--- src/rtl/mux_scan_pkg.sv ---
// Shared types and constants for the mux_scan channel selector.
package mux_scan_pkg;

  // Values of the mode input.
  localparam logic MODE_MANUAL = 1'b0;
  localparam logic MODE_SCAN   = 1'b1;

  // Dwell counter width; covers the full legal DWELL range (1..255).
  localparam int CNT_W = 8;

  typedef enum logic [1:0] {
    MANUAL     = 2'd0,
    SCAN_DWELL = 2'd1,
    SCAN_STALL = 2'd2
  } state_e;

endpackage : mux_scan_pkg

--- src/rtl/rr_next_ch.sv ---
// Wrapping priority finder: returns the first enabled channel index at or
// after ptr (inclusive) or strictly after ptr (exclusive), modulo N_CH.
// In exclusive mode the last candidate examined is ptr itself, so a single
// enabled channel maps back onto itself.
module rr_next_ch #(
  parameter int N_CH  = 8,
  parameter int SEL_W = $clog2(N_CH)
) (
  input  logic [N_CH-1:0]  ch_en_i,
  input  logic [SEL_W-1:0] ptr_i,
  input  logic             incl_i,
  output logic [SEL_W-1:0] nxt_o,
  output logic             found_o
);

  int               idx;
  logic [SEL_W-1:0] cand;
  logic             hit;

  // Scan candidates in wrap order and keep the first enabled one.
  always_comb begin
    // NOTE: every variable gets a default before any branch so no latch is inferred.
    nxt_o = ptr_i;
    hit   = 1'b0;
    idx   = 0;
    cand  = '0;
    for (int i = 0; i < N_CH; i++) begin
      idx  = (int'(ptr_i) + i + (incl_i ? 0 : 1)) % N_CH;
      cand = SEL_W'(idx);
      if (!hit && ch_en_i[cand]) begin
        hit   = 1'b1;
        nxt_o = cand;
      end
    end
    found_o = hit;
  end

endmodule : rr_next_ch

--- src/rtl/mux_scan.sv ---
// Registered N-channel selector with manual select and round-robin scan,
// presenting samples on a valid/ready output that tolerates backpressure.
module mux_scan
  import mux_scan_pkg::*;
#(
  parameter int N_CH  = 8,
  parameter int W     = 8,
  parameter int SEL_W = $clog2(N_CH),
  parameter int DWELL = 4
) (
  input  logic              clk,
  input  logic              rst_n,
  input  logic [N_CH*W-1:0] din,
  input  logic [SEL_W-1:0]  sel,
  input  logic              mode,
  input  logic [N_CH-1:0]   ch_en,
  output logic [W-1:0]      out_data,
  output logic [SEL_W-1:0]  out_ch,
  output logic              out_valid,
  input  logic              out_ready
);

  state_e           state_q, state_d;
  logic [SEL_W-1:0] ptr_q, ptr_d;
  logic [CNT_W-1:0] cnt_q, cnt_d;
  // Set while the mask is empty; the first dwell cycle after it refills
  // realigns ptr onto an enabled channel, like a fresh scan entry.
  logic             rearm_q, rearm_d;
  logic [W-1:0]     out_data_q, out_data_d;
  logic [SEL_W-1:0] out_ch_q, out_ch_d;
  logic             out_valid_q, out_valid_d;

  logic             free;
  logic             load;
  logic [W-1:0]     load_data;
  logic [SEL_W-1:0] load_ch;
  logic [SEL_W-1:0] cur_ptr;
  logic [W-1:0]     sel_data, cur_data;
  logic [SEL_W-1:0] entry_nxt, adv_nxt;
  logic             entry_found, adv_found;

  assign free = !out_valid_q || out_ready;

  // Entry alignment: first enabled channel at or after ptr.
  rr_next_ch #(.N_CH(N_CH), .SEL_W(SEL_W)) u_entry (
    .ch_en_i (ch_en),
    .ptr_i   (ptr_q),
    .incl_i  (1'b1),
    .nxt_o   (entry_nxt),
    .found_o (entry_found)
  );

  // Channel the dwell is currently on; realigned only right after an empty mask.
  assign cur_ptr = (state_q == SCAN_DWELL && rearm_q && entry_found) ? entry_nxt : ptr_q;

  // Advance: next enabled channel strictly after the one being sampled.
  rr_next_ch #(.N_CH(N_CH), .SEL_W(SEL_W)) u_adv (
    .ch_en_i (ch_en),
    .ptr_i   (cur_ptr),
    .incl_i  (1'b0),
    .nxt_o   (adv_nxt),
    .found_o (adv_found)
  );

  // Channel muxes; an out-of-range manual select reads as zero.
  always_comb begin
    sel_data = '0;
    cur_data = '0;
    for (int k = 0; k < N_CH; k++) begin
      if (sel == SEL_W'(k))     sel_data = din[k*W +: W];
      if (cur_ptr == SEL_W'(k)) cur_data = din[k*W +: W];
    end
  end

  // Next-state logic: mode handling, dwell counting and sample loads.
  always_comb begin
    state_d   = state_q;
    ptr_d     = ptr_q;
    cnt_d     = cnt_q;
    rearm_d   = rearm_q;
    load      = 1'b0;
    load_data = '0;
    load_ch   = '0;
    unique case (state_q)
      MANUAL: begin
        if (mode == MODE_SCAN) begin
          state_d = SCAN_DWELL;
          cnt_d   = '0;
          rearm_d = 1'b0;
          if (entry_found) ptr_d = entry_nxt;
        end else if (free) begin
          load      = 1'b1;
          load_data = sel_data;
          load_ch   = sel;
        end
      end
      SCAN_DWELL: begin
        if (mode == MODE_MANUAL) begin
          state_d = MANUAL;
        end else if (ch_en == '0) begin
          cnt_d   = '0;
          rearm_d = 1'b1;
        end else begin
          rearm_d = 1'b0;
          if (cnt_q == CNT_W'(DWELL - 1)) begin
            if (free) begin
              load      = 1'b1;
              load_data = cur_data;
              load_ch   = cur_ptr;
              cnt_d     = '0;
              ptr_d     = adv_found ? adv_nxt : cur_ptr;
            end else begin
              state_d = SCAN_STALL;
              ptr_d   = cur_ptr;
            end
          end else begin
            cnt_d = cnt_q + CNT_W'(1);
            ptr_d = cur_ptr;
          end
        end
      end
      SCAN_STALL: begin
        if (mode == MODE_MANUAL) begin
          state_d = MANUAL;
        end else if (free) begin
          load      = 1'b1;
          load_data = cur_data;
          load_ch   = cur_ptr;
          cnt_d     = '0;
          ptr_d     = adv_found ? adv_nxt : cur_ptr;
          state_d   = SCAN_DWELL;
        end
      end
      default: state_d = MANUAL;
    endcase
  end

  // Output slot: a load replaces the sample, an accept without load empties it.
  always_comb begin
    out_data_d  = out_data_q;
    out_ch_d    = out_ch_q;
    out_valid_d = out_valid_q;
    if (load) begin
      out_data_d  = load_data;
      out_ch_d    = load_ch;
      out_valid_d = 1'b1;
    end else if (out_ready) begin
      out_valid_d = 1'b0;
    end
  end

  // State and output registers, cleared asynchronously by reset.
  always_ff @(posedge clk or negedge rst_n) begin
    // NOTE: sequential state uses non-blocking assignments so all registers update together.
    if (!rst_n) begin
      state_q     <= MANUAL;
      ptr_q       <= '0;
      cnt_q       <= '0;
      rearm_q     <= 1'b0;
      out_data_q  <= '0;
      out_ch_q    <= '0;
      out_valid_q <= 1'b0;
    end else begin
      state_q     <= state_d;
      ptr_q       <= ptr_d;
      cnt_q       <= cnt_d;
      rearm_q     <= rearm_d;
      out_data_q  <= out_data_d;
      out_ch_q    <= out_ch_d;
      out_valid_q <= out_valid_d;
    end
  end

  assign out_data  = out_data_q;
  assign out_ch    = out_ch_q;
  assign out_valid = out_valid_q;

endmodule : mux_scan

--- config.mk ---
export PLATFORM = sky130hd
export DESIGN_NAME = mux_scan
export DESIGN_NICKNAME = d
export VERILOG_FILES = /design/src/rtl/mux_scan_pkg.sv /design/src/rtl/rr_next_ch.sv /design/src/rtl/mux_scan.sv
export SDC_FILE = /design/constraint.sdc
export NUM_CORES = 1
export LEC_CHECK = 0
export ABC_AREA = 1
export CORE_MARGIN = 2
export CORE_UTILIZATION = 35
export CTS_CLUSTER_SIZE = 12
export DETAILED_ROUTE_END_ITERATION = 7
export SLEW_MARGIN = 5
export SYNTH_ARGS = -nofsm -noshare
export SYNTH_HDL_FRONTEND = slang
export SYNTH_SLANG_ARGS = --single-unit
--- constraint.sdc ---
create_clock -name clk -period 5.1 [get_ports clk]
set_input_delay 1.02 -clock clk [delete_from_list [all_inputs] [get_ports clk]]
set_output_delay 1.02 -clock clk [all_outputs]
set_load 0.005 [all_outputs]
==> impl_metrics.py, run 1 <==
metrics = {
    "setup_path": {
        "timing.reg2reg.worst_path_depth": 29,
        "startpoint_to_endpoint_class_of_the_critical_path": "input port to flop",
        "timing.critical_path.mode_cell": "sky130_fd_sc_hd__nand2_1",
        "timing.critical_path.slowest_cell_delay_ns": 0.50,
        "rr_startpoint": "ptr_q[0]$_DFFE_PN0P_",
        "timing.critical_path.fanout_max": 13,
        "r2r_slack_ns": 0.61,
        "critical_path.endpoint_type": "flop",
        "cp.arrival_ns": 4.86,
        "worstSetupStartpointType": "input port",
        "r2r-end": "out_data[7]$_DFFE_PN0P_",
        "required_worst_endpoint_ns": 5.29,
        "cp_slowest_cell": "sky130_fd_sc_hd__clkdlybuf4s50_1",
    },
    "clock_network": {
        "clock_tree.buffer_depth": 2,
        "ctsResizeCount": 0,
        "cts_htree_levels": 1,
        "clock_latency_ns": 0.26,
        "tritoncts": "built",
        "number_of_clock_buffers_inserted_by_tritoncts": 3,
        "cts.clk_slew.worst_paths_ns": 0.07,
        "numClockSinks": 26,
        "post-cts-setup-buffer-count": 0,
        "root_buffer": "sky130_fd_sc_hd__clkbuf_16",
        "cts_hold_repair.buffers": 0,
    },
    "yosys": {
        "mappedNetlistArea_um2": 4520,
        "yosysSeqAreaShare": 0.144,
        "synth-edff-count": 0,
        "synth.avg_cell_area_um2": 5.42,
        "synth_top_area_share": 0.234,
        "postSynthCellCount": 835,
        "synth-warning-count": 0,
        "synth_top_area_cell": "sky130_fd_sc_hd__nand2_1",
        "synth_fp_nets": 928,
        "flop_and_latch_count_out_of_synthesis": 26,
        "synth_cell_types": 48,
        "synthFlopType": "sky130_fd_sc_hd__dfrtp_1",
        "synthTopCellsByArea": "sky130_fd_sc_hd__nand2_1, sky130_fd_sc_hd__dfrtp_1, sky130_fd_sc_hd__nand3_1",
        "ys_async_sr_fraction": 1.00,
    },
    "final_layout": {
        "flow.area_growth_from_synthesis_pct": 27.4,
        "postLayoutCoreUtil": 0.456,
        "layout.cells.most_common": "sky130_fd_sc_hd__nand2_1",
        "postLayoutCellArea_um2": 5760,
        "final_layout_size_suffix_gt1_frac": 0.0627,
        "nNetsFinal": 1019,
        "antennaDiodeCount": 0,
        "final_cell_mix": "sky130_fd_sc_hd__nand2_1, sky130_fd_sc_hd__nand3_1, sky130_fd_sc_hd__inv_1",
    },
    "hold_path": {
        "min_from": "out_data[2]$_DFFE_PN0P_",
        "worst_hold_path.num_cells": 2,
        "timing.hold.worst_endpoint": "out_data[2]$_DFFE_PN0P_",
        "holdCritPathClass": "flop to flop",
    },
    "grt": {
        "number_of_antenna_violations_at_the_first_check_in_global_routing": 0,
        "grt_pass1_vias": 5404,
        "grt_start_max_net_pins": 27,
        "grt_usage": 0.228,
        "grt_pass1_wl_mm": 26.5,
        "grt_overflow_total": 0,
    },
    "sta": {
        "worst_slew_pin_slew_ns": 1.00,
        "slew_headroom": 0.327,
        "final_critical_path_setup_slack_ns": 0.432,
        "timing.setup.tns_ns": 0,
        "layout_worst_path_cycle_share": 0.915,
        "final.min_clock_period_ns": 4.67,
        "clock.fmax_mhz": 214,
        "worst_clock_skew_ns": 0.00452,
        "setup_viol": 0,
        "finalHoldViolations": 0,
        "final_max_slew_viol_count": 0,
        "grt_setup_unrepaired": "no",
    },
    "die": {
        "die_x_um": 118,
        "start_util": 0.358,
        "boundaryPins": 91,
        "die_height_um": 118,
        "floorplan.die_area_um2": 13800,
        "core_area_um2": 12600,
        "core_rows": 41,
    },
    "route": {
        "dr_total_vias": 5678,
        "initialDrtViolationCount": 482,
        "routedWlPerCell_um": 14.5,
        "detail_route.vias_per_cell": 5.18,
        "drt_first_pass_iters": 5,
        "routed_wl_mm": 15.9,
        "remaining_drc_errors": 0,
        "drt.antenna.violating_nets": 0,
    },
    "outcome": {
        "run_status": "finished, final reports clean",
    },
    "power": {
        "finalPower_uw": 3400,
        "cellLeakagePower_uw": 0.00284,
        "max-vdd-ir-drop_mv": 0.343,
        "power-per-cell-area_nw_per_um2": 591,
    },
    "run": {
        "maxCapViolations": 0,
    },
    "place": {
        "routabilityCongestion": 0.920,
        "buffer_ports.inserted": 90,
        "post_dp_cell_area_um2": 5650,
        "dpl_worst_slack_ns": 0.0703,
        "place_hpwl_mm": 12.7,
    },
}
==> metrics by stage <==
| step | instances | hold slack, ns |
|---|---|---|
| floorplan | 835 | 0.480 |
| global placement | 1093 | 0.503 |
| CTS | 1097 | 0.531 |
| finish | 1097 | 0.525 |
| detailed placement | 1093 | 0.514 |
| global route | 1097 | 0.548 |
==> worst max-delay path, delay by kind of cell <==
| kind | cells | cell delay (ns) |
|---|---|---|
| simple gates | 22 | 2.32 |
| compound gates | 3 | 0.33 |
| buf+inv | 4 | 0.84 |
| fa+ha+maj | 1 | 0.32 |
==> cell type report <==
class	count	area (µm²)
Tap cell	172	215
Multi-Input combinational cell	677	3340
Sequential cell	26	651
Clock buffer	3	75.1
Fill cell	1398	6860
Clock inverter	1	30.0
Inverter	110	413
Timing Repair Buffer	108	1040
==> per-layer routing <==
metal | vias up | share of wire | GRT usage
met5 | - | 0 | 0
li1 | 2943 | - | -
met3 | 10 | 0.056 | 0.0383
met4 | 0 | 0.0083 | 0.0301
met2 | 160 | 0.47 | 0.395
met1 | 2565 | 0.47 | 0.303
==> synth_stat cells (3+ instances only) <==
library cell	instances
sky130_fd_sc_hd__nand2_1	282
sky130_fd_sc_hd__nand3_1	115
sky130_fd_sc_hd__inv_1	104
sky130_fd_sc_hd__nor2_1	58
sky130_fd_sc_hd__o21ai_0	48
sky130_fd_sc_hd__a21oi_1	42
sky130_fd_sc_hd__dfrtp_1	26
sky130_fd_sc_hd__nor3_1	21
sky130_fd_sc_hd__nand4_1	17
sky130_fd_sc_hd__ha_1	14
sky130_fd_sc_hd__o22ai_1	14
sky130_fd_sc_hd__clkbuf_1	10
sky130_fd_sc_hd__o211ai_1	10
sky130_fd_sc_hd__buf_2	7
sky130_fd_sc_hd__nand2_2	6
sky130_fd_sc_hd__inv_2	5
sky130_fd_sc_hd__nor2_2	5
sky130_fd_sc_hd__a31oi_1	3
sky130_fd_sc_hd__nand3_2	3
sky130_fd_sc_hd__xnor2_1	3
==> cells by family after synthesis <==
| group | Yosys count | synth area share |
|---|---|---|
| buffers and inverters | 132 | 0.119 |
| adders and majority gates | 14 | 0.0387 |
| and+or+nand+nor | 521 | 0.511 |
| xor gates and xnor gates | 6 | 0.0133 |
| AOI/OAI and AO/OA | 136 | 0.174 |
| DFF | 26 | 0.144 |
==> worst max path at each step <==
stage	slack (ns)	cells after the start	to	from
2_1_floorplan	0.83	30	ptr_q[0]$_DFFE_PN0P_	ch_en[7]
3_3_place_gp	0.11	28	out_data[7]$_DFFE_PN0P_	ch_en[1]
3_5_place_dp	0.07	28	out_data[7]$_DFFE_PN0P_	ch_en[0]
4_1_cts	0.34	28	out_data[7]$_DFFE_PN0P_	ch_en[0]
5_1_grt	0.005	32	ptr_q[2]$_DFFE_PN0P_	ch_en[0]
6_report	0.43	30	out_data[7]$_DFFE_PN0P_	ch_en[4]
==> flip-flops by register name, indices dropped and copies added (netlist names) <==
| name | cells |
|---|---|
| out_ch | 3 |
| out_valid | 1 |
| cnt_q | 8 |
| out_data | 8 |
| state_q | 2 |
| ptr_q | 3 |
| rearm_q | 1 |
==> power by group <==
part	internal [µW]	switching [µW]	total [µW]
registers	276	53.9	330
clock network	156	78.2	235
logic	983	1850	2840
total	1420	1990	3400
No activity file was read; power rests on OpenSTA's default activity.
==> run 2: changes to the inputs <==
==> constraint.sdc (replaced) <==
create_clock -name clk -period 5 [get_ports clk]
set_input_delay 1.25 -clock clk [delete_from_list [all_inputs] [get_ports clk]]
set_output_delay 1.25 -clock clk [all_outputs]
set_load 0.005 [all_outputs]
==> run 2 against run 1 <==
  * Die area is the same
  * Largest power group unchanged
  * Via count rose by 2.1%
  * Clock power is 23% lower
  * Clock-buffer cell count stayed put
  * Largest cell class unchanged
  * Non-clock buffer count grew 15
==> impl_metrics.py, run 2 (same netlist as run 1, synthesis figures left out) <==
metrics = {
    "outcome": {
        "run_status": "finished, final reports clean",
    },
    "setup_path": {
        "cp_slowest_cell": "sky130_fd_sc_hd__clkdlybuf4s50_1",
        "timing.critical_path.slowest_cell_delay_ns": 0.46,
        "r2r-end": "ptr_q[2]$_DFFE_PN0P_",
        "r2r_slack_ns": 0.67,
        "cp_num_buf_inv": 5,
        "timing.critical_path.max_delay_family": "simple AND/OR/NAND/NOR gates",
        "critical_path.endpoint_type": "flop",
        "timing.reg2reg.worst_path_depth": 32,
        "timing.critical_path.fanout_max": 7,
        "required_worst_endpoint_ns": 5.21,
        "cp.arrival_ns": 4.86,
        "timing.critical_path.mode_cell": "sky130_fd_sc_hd__nand2_1",
        "rr_startpoint": "ptr_q[0]$_DFFE_PN0P_",
        "startpoint_to_endpoint_class_of_the_critical_path": "input port to flop",
        "worstSetupStartpointType": "input port",
    },
    "route": {
        "dr_total_vias": 5797,
        "routedWlPerCell_um": 14.6,
        "initialDrtViolationCount": 508,
        "routed_wl_mm": 16.2,
        "drt.antenna.violating_nets": 0,
        "drt_first_pass_iters": 5,
        "remaining_drc_errors": 0,
        "detail_route.vias_per_cell": 5.22,
    },
    "place": {
        "dpl_worst_slack_ns": -0.0290,
        "place_hpwl_mm": 12.8,
        "routabilityCongestion": 0.901,
        "post_dp_cell_area_um2": 5750,
        "buffer_ports.inserted": 90,
    },
    "die": {
        "boundaryPins": 91,
        "core_rows": 41,
        "die_x_um": 118,
        "start_util": 0.358,
        "floorplan.die_area_um2": 13800,
        "core_area_um2": 12600,
        "die_height_um": 118,
    },
    "power": {
        "finalPower_uw": 3550,
        "cellLeakagePower_uw": 0.00290,
        "power-per-cell-area_nw_per_um2": 604,
        "max-vdd-ir-drop_mv": 0.366,
    },
    "sta": {
        "clock.fmax_mhz": 215,
        "worst_clock_skew_ns": 0.00414,
        "layout_worst_path_cycle_share": 0.931,
        "grt_setup_unrepaired": "yes",
        "slew_headroom": 0.344,
        "worst_slew_pin_slew_ns": 0.977,
        "setup_viol": 0,
        "finalHoldViolations": 0,
        "final_critical_path_setup_slack_ns": 0.343,
        "final.min_clock_period_ns": 4.66,
        "final_max_slew_viol_count": 0,
    },
    "hold_path": {
        "min_from": "rearm_q$_DFFE_PN0P_",
        "holdCritPathClass": "flop to flop",
        "worst_hold_path.num_cells": 2,
        "timing.hold.worst_endpoint": "rearm_q$_DFFE_PN0P_",
    },
    "grt": {
        "grt_start_max_net_pins": 27,
        "grt_pass1_wl_mm": 26.9,
        "grt_pass1_vias": 5490,
        "grt_usage": 0.231,
        "number_of_antenna_violations_at_the_first_check_in_global_routing": 0,
        "grt_overflow_total": 0,
    },
    "clock_network": {
        "cts_htree_levels": 1,
        "numClockSinks": 26,
        "number_of_clock_buffers_inserted_by_tritoncts": 3,
        "clock_tree.buffer_depth": 2,
        "root_buffer": "sky130_fd_sc_hd__clkbuf_16",
        "cts_hold_repair.buffers": 0,
        "cts.clk_slew.worst_paths_ns": 0.07,
        "tritoncts": "built",
        "clock_latency_ns": 0.27,
    },
    "run": {
        "maxCapViolations": 0,
    },
    "final_layout": {
        "postLayoutCellArea_um2": 5880,
        "layout.cells.most_common": "sky130_fd_sc_hd__nand2_1",
        "final_layout_size_suffix_gt1_frac": 0.0831,
        "fillerInstances": 1386,
        "flow.area_growth_from_synthesis_pct": 30.0,
        "final_cell_mix": "sky130_fd_sc_hd__nand2_1, sky130_fd_sc_hd__nand3_1, sky130_fd_sc_hd__inv_1",
        "antennaDiodeCount": 0,
        "nNetsFinal": 1034,
    },
}
[run 2: changes by cell type in the layout (fill, tap and decap cells not counted), sizes merged]
cell / change
bufinv: -1
buf: +15
[run 2: routing by layer]
layer | vias up | track usage | wire (µm)
met5 | - | 0 | 0
met4 | 0 | 0.0527 | 284
met3 | 22 | 0.0460 | 1080
met2 | 205 | 0.389 | 7470
met1 | 2598 | 0.305 | 7330
li1 | 2972 | - | -
[run 2: area by class of cell]
cell class              count  area (µm²)  share of cell area
clock buffers               3        75.1              0.0128
inverters                 110         413              0.0702
multi-input cells         677        3380               0.574
flip-flops and latches     26         651               0.111
well taps                 172         215              0.0366
repair buffers            123        1150               0.195
[run 2: how the worst max path moves through the flow]
stage | start | endpoint | cells past startpoint
final | ch_en[7] | ptr_q[2]$_DFFE_PN0P_ | 31
after detailed placement | ch_en[7] | ptr_q[0]$_DFFE_PN0P_ | 34
after CTS | ch_en[7] | ptr_q[0]$_DFFE_PN0P_ | 34
after floorplan | ch_en[7] | ptr_q[0]$_DFFE_PN0P_ | 30
after global routing | ch_en[6] | ptr_q[0]$_DFFE_PN0P_ | 35
after global placement | ch_en[7] | ptr_q[0]$_DFFE_PN0P_ | 32
[run 2: per-stage QoR]
step / hold WS, ns / util / cells / TNS, ns
after floorplan: 0.480 / - / 835 / 0
after global placement: 0.514 / 0.456 / 1107 / 0
after detailed placement: 0.507 / 0.456 / 1107 / -0.0388
after CTS: 0.525 / 0.462 / 1110 / 0
after global routing: 0.551 / 0.466 / 1111 / -0.0383
final: 0.522 / 0.466 / 1111 / 0
[run 2: power by group]
part | switching (µW) | internal [µW] | total (µW)
logic | 1950 | 1080 | 3030
clock network | 75.7 | 106 | 182
registers | 56.8 | 282 | 339
[run 2: worst reg2reg max path: cells and delay by family, from the launching register on]
family          cells  cell delay [ns]
buf+inv             6             0.65
flops               1             0.40
simple gates       22             2.07
fa+ha+maj           3             0.95
compound gates      1             0.21
[run 2: what timing repair did]
action | 4_1_cts | 5_1_grt
buffers inserted | 0 | 1
gates resized for setup | 0 | 12
endpoints found under the setup margin | 0 | 6
==> run 3: changes to the inputs <==
Clock period 5 ns to 4.3 ns, I/O delays scaled along.
==> run 3 against run 2 <==
  * Non-clock buffer count grew 87
  * Critical path type unchanged
  * Worst setup slack worse by 0.050 ns
  * Register-to-register slack got worse by 0.31 ns
  * Utilization grew 7.6 points
  * Final cell count rose by 7.9%
  * Clock-buffer cell count did not move
  * Highest routed layer unchanged
  * Die area stayed put
  * Sequential cell count unchanged
  * Wire length grew 6.2%
  * Clock skew grew 0.00052 ns
==> impl_metrics.py, run 3 (same netlist as run 1, synthesis figures left out) <==
metrics = {
    "outcome": {
        "run_status": "finished, final reports clean",
    },
    "route": {
        "drt.antenna.violating_nets": 0,
        "remaining_drc_errors": 0,
        "routedWlPerCell_um": 14.3,
        "dr_total_vias": 6227,
        "routed_wl_mm": 17.2,
        "initialDrtViolationCount": 448,
        "detail_route.vias_per_cell": 5.19,
        "drt_first_pass_iters": 5,
    },
    "grt": {
        "grt_util_met2": 0.394,
        "grt_pass1_vias": 5691,
        "grt_start_max_net_pins": 27,
        "grt.met3_usage": 0.0359,
        "grt-busiest-layer": "met2",
        "grt_overflow_total": 0,
        "number_of_antenna_violations_at_the_first_check_in_global_routing": 0,
        "grt_pass1_wl_mm": 27.5,
        "grt_util_met1": 0.322,
        "grt_usage": 0.236,
    },
    "die": {
        "start_util": 0.358,
        "boundaryPins": 91,
        "die_height_um": 118,
        "core_area_um2": 12600,
        "die_x_um": 118,
        "core_rows": 41,
        "floorplan.die_area_um2": 13800,
    },
    "hold_path": {
        "holdCritPathClass": "flop to flop",
    },
    "place": {
        "place_hpwl_mm": 13.2,
        "post_dp_cell_area_um2": 6230,
        "buffer_ports.inserted": 90,
        "routabilityCongestion": 0.945,
        "dpl_worst_slack_ns": -0.516,
    },
    "sta": {
        "worst_clock_skew_ns": 0.00465,
        "finalHoldViolations": 0,
        "final_max_slew_viol_count": 0,
        "worst_slew_pin_slew_ns": 0.588,
        "grt_setup_unrepaired": "yes",
        "timing.setup.tns_ns": 0,
        "layout_worst_path_cycle_share": 0.932,
        "slew_headroom": 0.605,
        "final.min_clock_period_ns": 4.01,
        "final_critical_path_setup_slack_ns": 0.293,
        "clock.fmax_mhz": 250,
        "setup_viol": 0,
    },
    "final_layout": {
        "layout.cells.most_common": "sky130_fd_sc_hd__nand2_1",
        "antennaDiodeCount": 0,
        "flow.area_growth_from_synthesis_pct": 51.3,
        "postLayoutCoreUtil": 0.542,
        "nNetsFinal": 1121,
        "fillerInstances": 1303,
        "final_layout_size_suffix_gt1_frac": 0.228,
        "final_cell_mix": "sky130_fd_sc_hd__nand2_1, sky130_fd_sc_hd__buf_4, sky130_fd_sc_hd__inv_1",
        "postLayoutCellArea_um2": 6840,
    },
    "clock_network": {
        "cts_htree_levels": 1,
        "root_buffer": "sky130_fd_sc_hd__clkbuf_16",
        "clock_tree.buffer_depth": 2,
        "number_of_clock_buffers_inserted_by_tritoncts": 3,
        "cts_hold_repair.buffers": 0,
        "clock_latency_ns": 0.27,
        "numClockSinks": 26,
        "cts.clk_slew.worst_paths_ns": 0.07,
        "tritoncts": "built",
    },
    "setup_path": {
        "cp_num_buf_inv": 4,
        "cp_slowest_cell": "sky130_fd_sc_hd__nand3b_1",
        "worstSetupStartpointType": "input port",
        "r2r_slack_ns": 0.36,
        "cp.arrival_ns": 4.17,
        "timing.critical_path.slowest_cell_delay_ns": 0.20,
        "required_worst_endpoint_ns": 4.46,
        "timing.critical_path.mode_cell": "sky130_fd_sc_hd__nand2_1",
        "timing.critical_path.fanout_max": 14,
        "critical_path.endpoint_type": "flop",
        "timing.critical_path.max_delay_family": "simple AND/OR/NAND/NOR gates",
        "startpoint_to_endpoint_class_of_the_critical_path": "input port to flop",
    },
    "run": {
        "maxCapViolations": 0,
    },
    "power": {
        "cellLeakagePower_uw": 0.00339,
        "max-vdd-ir-drop_mv": 0.501,
        "power-per-cell-area_nw_per_um2": 761,
    },
}
==> run 3: through the flow <==
| stage | hold slack [ns] | std cells | power (µW) |
|---|---|---|---|
| 5_1_grt | 0.555 | 1199 | 5700 |
| 2_1_floorplan | 0.480 | 835 | 2850 |
| 3_5_place_dp | 0.507 | 1168 | 4260 |
| 4_1_cts | 0.525 | 1193 | 4790 |
| 6_report | 0.519 | 1199 | 5210 |
| 3_3_place_gp | 0.506 | 1168 | 4270 |
==> run 3: tightest hold or removal path, cell delays in order, from the launching register on <==
cell                      delay, ns
sky130_fd_sc_hd__dfrtp_1       0.35
sky130_fd_sc_hd__nand3_1       0.07
sky130_fd_sc_hd__o21ai_0       0.07
==> run 3: cell type report <==
class	instances	area, µm²	share of cell area
Timing Repair Buffer	210	1800	0.263
Clock inverter	1	30.0	0.00439
Sequential cell	26	651	0.0951
Inverter	110	415	0.0607
Multi-Input combinational cell	677	3650	0.534
Tap cell	172	215	0.0315
Clock buffer	3	75.1	0.0110
==> run 3: routing by layer <==
layer | vias up | part of all wire
li1 | 3155 | -
met1 | 2803 | 0.46
met2 | 239 | 0.46
met3 | 30 | 0.063
met4 | 0 | 0.021
met5 | - | 0
==> run 3: final timing paths <==
check,startpoint,end,cells past startpoint
setup / recovery,ch_en[1],ptr_q[1]$_DFFE_PN0P_,29
hold / removal,rearm_q$_DFFE_PN0P_,rearm_q$_DFFE_PN0P_,2
setup reg to reg,ptr_q[0]$_DFFE_PN0P_,ptr_q[1]$_DFFE_PN0P_,31
hold reg to reg,rearm_q$_DFFE_PN0P_,rearm_q$_DFFE_PN0P_,2
max in group asynchronous,rst_n,cnt_q[3]$_DFFE_PN0P_,2
min in group asynchronous,rst_n,out_data[4]$_DFFE_PN0P_,2
==> run 3: repair_timing <==
item | in CTS | in global routing
gates resized for setup | 28 | 83
pin swaps | 23 | 41
buffers inserted | 21 | 6
endpoints found under the setup margin | 4 | 11
==> run 3: report_power, final <==
| part | internal, µW | total, µW | leakage, µW | switching, µW |
|---|---|---|---|---|
| logic | 1910 | 4550 | 0.00301 | 2640 |
| clock network | 186 | 277 | 0.0000511 | 91.4 |
| registers | 328 | 384 | 0.000331 | 56.1 |
